### src/rtl/bus_client.sv
// Clocked endpoint for one dual-rail bus slot: transition-encodes a request onto tx, decodes the rx response.
// Response valid 3 edges after the last rx rail change; one request outstanding, response held until rsp_ready.
module bus_client #(
  parameter int INPUT   = 4,
  parameter int OUTPUT  = 4,
  parameter int TIMEOUT = 1024
) (
  input  logic                    clk,
  input  logic                    reset,
  input  logic                    req_valid,
  output logic                    req_ready,
  input  logic [INPUT-1:0]        req_data,
  output logic                    rsp_valid,
  input  logic                    rsp_ready,
  output logic [OUTPUT-1:0]       rsp_data,
  output logic [INPUT-1:0][1:0]   tx,
  input  logic [OUTPUT-1:0][1:0]  rx,
  output logic                    busy,
  output logic [1:0]              err
);

  localparam int TW = (TIMEOUT > 2) ? $clog2(TIMEOUT) : 1;
  localparam logic [TW-1:0] TMAX = TW'(TIMEOUT - 1);

  typedef enum logic [1:0] {S_IDLE, S_WAIT, S_HOLD} state_t;

  state_t                   r_state;
  logic [OUTPUT-1:0][1:0]   r_rx_meta;
  logic [OUTPUT-1:0][1:0]   r_rx_s;
  logic [OUTPUT-1:0][1:0]   r_rx_prev;
  logic [TW-1:0]            r_timer;
  logic [INPUT-1:0][1:0]    r_tx;
  logic [OUTPUT-1:0]        r_rsp_data;
  logic                     r_rsp_valid;
  logic                     r_req_ready;
  logic                     r_busy;
  logic [1:0]               r_err;

  logic                     w_rx_done;
  logic                     w_rx_bad;
  logic                     w_rx_change;
  logic [OUTPUT-1:0]        w_rsp_dec;
  logic [INPUT-1:0][1:0]    w_tx_next;

  // rx is asynchronous to clk; two-flop synchronizer, no reset so it keeps sampling during reset
  always_ff @(posedge clk) begin
    r_rx_meta <= rx;
    r_rx_s    <= r_rx_meta;
  end

  always_comb begin
    w_rx_done = 1'b1;
    w_rx_bad  = 1'b0;
    w_rsp_dec = '0;
    for (int i = 0; i < OUTPUT; i++) begin
      if (r_rx_s[i] == r_rx_prev[i])
        w_rx_done = 1'b0;
      if ((r_rx_s[i] ^ r_rx_prev[i]) == 2'b11)
        w_rx_bad = 1'b1;
      w_rsp_dec[i] = r_rx_s[i][1] ^ r_rx_prev[i][1];
    end
  end

  assign w_rx_change = (r_rx_s != r_rx_prev);

  always_comb begin
    w_tx_next = r_tx;
    for (int i = 0; i < INPUT; i++)
      w_tx_next[i] = r_tx[i] ^ (req_data[i] ? 2'b10 : 2'b01);
  end

  always_ff @(posedge clk) begin
    if (reset) begin
      r_state     <= S_IDLE;
      r_rx_prev   <= r_rx_s;
      r_timer     <= '0;
      r_tx        <= '0;
      r_rsp_data  <= '0;
      r_rsp_valid <= 1'b0;
      r_req_ready <= 1'b1;
      r_busy      <= 1'b0;
      r_err       <= 2'b00;
    end else begin
      case (r_state)
        S_IDLE: begin
          if (w_rx_change) begin
            r_err[0]  <= 1'b1;
            r_rx_prev <= r_rx_s;
          end
          // req_ready is already high here, so a simultaneous stray rail change must not drop the handshake
          if (req_valid) begin
            r_tx        <= w_tx_next;
            r_timer     <= '0;
            r_state     <= S_WAIT;
            r_req_ready <= 1'b0;
            r_busy      <= 1'b1;
          end
        end
        S_WAIT: begin
          r_timer <= r_timer + TW'(1);
          if (w_rx_done) begin
            r_rsp_data  <= w_rsp_dec;
            r_rx_prev   <= r_rx_s;
            r_rsp_valid <= 1'b1;
            r_state     <= S_HOLD;
            if (w_rx_bad)
              r_err[0] <= 1'b1;
          end else if (r_timer == TMAX) begin
            r_err[1]    <= 1'b1;
            r_state     <= S_IDLE;
            r_req_ready <= 1'b1;
            r_busy      <= 1'b0;
          end
        end
        S_HOLD: begin
          if (w_rx_change) begin
            r_err[0]  <= 1'b1;
            r_rx_prev <= r_rx_s;
          end
          if (rsp_ready) begin
            r_rsp_valid <= 1'b0;
            r_state     <= S_IDLE;
            r_req_ready <= 1'b1;
            r_busy      <= 1'b0;
          end
        end
        default: begin
          r_state     <= S_IDLE;
          r_rsp_valid <= 1'b0;
          r_req_ready <= 1'b1;
          r_busy      <= 1'b0;
        end
      endcase
    end
  end

  assign req_ready = r_req_ready;
  assign rsp_valid = r_rsp_valid;
  assign rsp_data  = r_rsp_data;
  assign tx        = r_tx;
  assign busy      = r_busy;
  assign err       = r_err;

endmodule

### config.mk
export PLATFORM = sky130hd
export DESIGN_NAME = bus_client
export DESIGN_NICKNAME = d
export VERILOG_FILES = /design/src/rtl/bus_client.sv
export SDC_FILE = /design/constraint.sdc
export NUM_CORES = 1
export LEC_CHECK = 0
export BUFFER_PORTS_ARGS = -buffer_cell sky130_fd_sc_hd__buf_4
export CORE_MARGIN = 10
export CORE_UTILIZATION = 49
export CTS_CLUSTER_DIAMETER = 30
export DETAILED_ROUTE_END_ITERATION = 6
export PLACE_DENSITY = 0.81
export REMOVE_ABC_BUFFERS = 1
export SYNTH_ARGS = -nofsm -noshare
export SYNTH_HDL_FRONTEND = slang
export SYNTH_SLANG_ARGS = --single-unit
### constraint.sdc
create_clock -name clk -period 2 [get_ports clk]
set_clock_uncertainty 0.1 [all_clocks]
set_input_delay 0 -clock clk [delete_from_list [all_inputs] [get_ports clk]]
set_output_delay 0 -clock clk [all_outputs]
set_load 0.02 [all_outputs]
==> key figures <==
Finish
  • Reg area: between 0.001 and 0.0015 mm2
  • Util after Layout: 0.6459
  • Antenna diode count: 0
  • Proportion of layout cells with a drive suffix above 1: 0.2500
  • Number of fill cells: between 300 and 400
  • P&R area growth vs syn: 29.26%
  • Net count, final: ~260
  • Multi-input gate area: around 800 um2

Routing
  • Remaining DRCs: 0
  • Antenna-violating nets left: 0
  • DR WL/cell: ~14 um
  • Via count: between 1500 and 2000
  • Vias per cell: 5.279
  • DR iter-0 viols: 81
  • DRT Pass-1 Iters: 4
  • Total wire length: around 4100 um

Clock tree
  • CTS tree: done
  • H-tree Lvls: 2
  • Clock root cell: clkbuf_8
  • CTS sink cnt: between 50 and 60
  • Clk slew on worst S/H paths: 100 ps
  • Total CTS buffers: 5
  • Clk_lat worst skew: 310 ps
  • Postcts setup bufs: 0
  • Max clock buf depth: 2

Status
  • Run status: finished, violations left
  • Failing checks: hold timing

STA
  • Fin. max-slew vios: 0
  • Final Critical Period: roughly 1900 ps
  • Hold Vio Cnt, Final: 1
  • Slew HR: 0.7561
  • Final setup fails: 0
  • Post-route clock period utilization: 0.9535
  • Peak Freq: 524.4 MHz
  • WHS: -6.874 ps
  • Slew of the pin with the lowest slew margin: 364.7 ps

Logic synthesis
  • Area leader, netlist: dfxtp_1
  • Synth Area per Inst: 10.67 um2
  • Register area share after synthesis: 0.5750
  • Area contributors post-synth: dfxtp_1 45%, edfxtp_1 12%, nor2_1 4.9%
  • Yosys cell types: 37
  • Syn Inst Count: around 190
  • Most used flip-flop cell after synthesis: dfxtp_1
  • YS warnings: 0
  • Number of synthesized flops with an enable pin: 8
  • Top cells by count, synth: 45 x dfxtp_1, 26 x nor2_1, 13 x a21oi_1, 11 x nand2_1, 9 x o21ai_0
  • Top-area cell type share of the netlist area: 0.4540
  • Synthesized cell area: 0.001984 mm2
  • Yosys reg bits: 53
  • Most common cell in the netlist: dfxtp_1
  • Post-synth ARST share: 0

Critical path
  • Worst EP arrival: ~1800 ps
  • Slowest stage cell, crit path: edfxtp_1
  • CP startpoint kind: flip-flop
  • Worst-path fanout max: 8
  • Critical path required time: 1910 ps
  • CP peak stage delay: ~400 ps
  • R2R cell count: 5
  • Crit. Startpoint: r_rx_prev[4]
  • Crit end category: flip-flop
  • Worst R2R Start: r_rx_prev[4]
  • Setup CP Type: flip-flop to flip-flop
  • Critical-path cell list: xor2_1 -> o22ai_2 -> or2_1 -> o211a_1 -> nand2b_2

Floorplanning
  • Core area: about 0.0040 mm2
  • DIE WIDTH: approximately 84 um
  • Initial core utilization: 0.4997
  • Die height: 83.64 um
  • Die area: 0.006996 mm2
  • Ports: 33
  • Placement row count: 23

GRT
  • Congestion Overflow GR: 0
  • Largest net degree at the start of global routing: 32
  • First-pass GRT wire length: around 7000 um
  • Initial antenna violation count: 0
  • Total track usage: 0.1165
  • Number of global-route vias before repair: about 1500

Hold path
  • Worst hold-check path type: primary input to flip-flop
  • Hold Startpoint: req_valid
  • Worst Hold Path Cells: 3

Run
  • Max-cap violations: 0

Placement
  • IO buf count: 32
  • Gp weighted congestion: a little over 0.8
  • Final HPWL DP: about 2900 um

Power and ir drop
  • Max IR drop VDD: ~0.8 mV
  • Lkg Pwr: between 1 and 1.5 nW
  • Pwr per Cell Area: between 800 and 900 mW/mm2
==> kinds of logic after synthesis <==
kind of cell	count (synthesis)	share of synthesized area
XOR/XNOR	12	0.07188
AO/OA/AOI/OAI	44	0.1520
buffers and inverters	12	0.02648
flip-flops	53	0.5750
AND/OR/NAND/NOR	60	0.1482
multiplexers	4	0.02018
adder cells (fa/ha/maj)	1	0.006304
==> cell type report <==
cell class	count	area share
flip-flops and latches	53	0.4449
repair buffers	55	0.1766
well taps	50	0.02439
clock buffers	5	0.02683
clock inverters	3	0.009756
multi-input cells	121	0.3132
inverters	3	0.004390
==> layer usage <==
layer	wire (um)	GRT usage	part of all wire
met5	0	0	0
met4	43	0.03196	0.011
met3	237	0.04980	0.058
met2	2006	0.1965	0.49
met1	1776	0.1303	0.44
==> metrics by stage <==
step                cell area [um2]  TNS, ps  power, W  setup slack [ps]  std cells
detailed placement             2298   -250.4  0.001559            -31.44        266
finish                         2565        0  0.002177             92.90        290
CTS                            2555        0  0.002191             83.93        290
global route                   2565   -3.034  0.002272            -3.034        290
floorplan                      1943        0  0.001403             97.98        177
global placement               2298        0  0.001547             51.12        266
==> flip-flops by register name, summed over array words and instances (netlist names) <==
name,count
r_timer,10
r_rx_meta,8
r_rx_prev,8
r_rx_s,8
tx,8
rsp_data,4
err,2
r_state,2
busy,1
req_ready,1
rsp_valid,1
==> timing repair <==
| item | 4_1_cts | 5_1_grt |
|---|---|---|
| cloned | 0 | 0 |
| hold buffers | 16 | 0 |
| endpoints found under the hold margin | 28 | 0 |
| pin swaps | 0 | 1 |
| gates resized for setup | 1 | 2 |
| endpoints found under the setup margin | 8 | 11 |
==> layout by cell type (no fill, tap or decap), types with 2 or more instances in the layout <==
cell,Yosys,final
a311oi_1,4,4
o22ai_2,3,3
inv_1,3,3
o21ai_0,9,9
a21oi_1,13,13
xor2_1,7,6
dlygate4sd3_1,0,16
nand2_1,11,10
nand4_1,2,2
o41ai_1,2,2
mux2i_1,4,4
and4_1,2,2
a22oi_1,2,2
xor2_2,5,6
nor2_1,26,26
o211a_1,2,2
dfxtp_1,45,45
edfxtp_1,8,8
a31oi_1,5,5
clkbuf_8,0,5
and3_1,3,3
nor3_1,3,3
or3_1,4,4
buf_4,0,39
==> worst max-delay path: cells and delay by family, from the launching register on <==
kind / cells / cell delay, ps
simple gates: 2 / 440
xor+xnor: 1 / 290
compound gates: 2 / 390
flops: 1 / 400
==> where the power goes <==
group | switching (W) | total [W] | internal (W)
combinational | 0.000192 | 0.000370 | 0.000178
sequential | 0.0000456 | 0.00119 | 0.00115
clock | 0.000362 | 0.000615 | 0.000253
==> path summary, 6_finish.rpt <==
check	end	slack (ps)
worst min-delay path	req_ready	-7
worst max register to register	r_rx_prev[4]	90
worst max-delay path	r_rx_prev[4]	90
worst min register to register	r_rx_s[7]	230
Note: power is estimated with default switching activity, not from simulation.
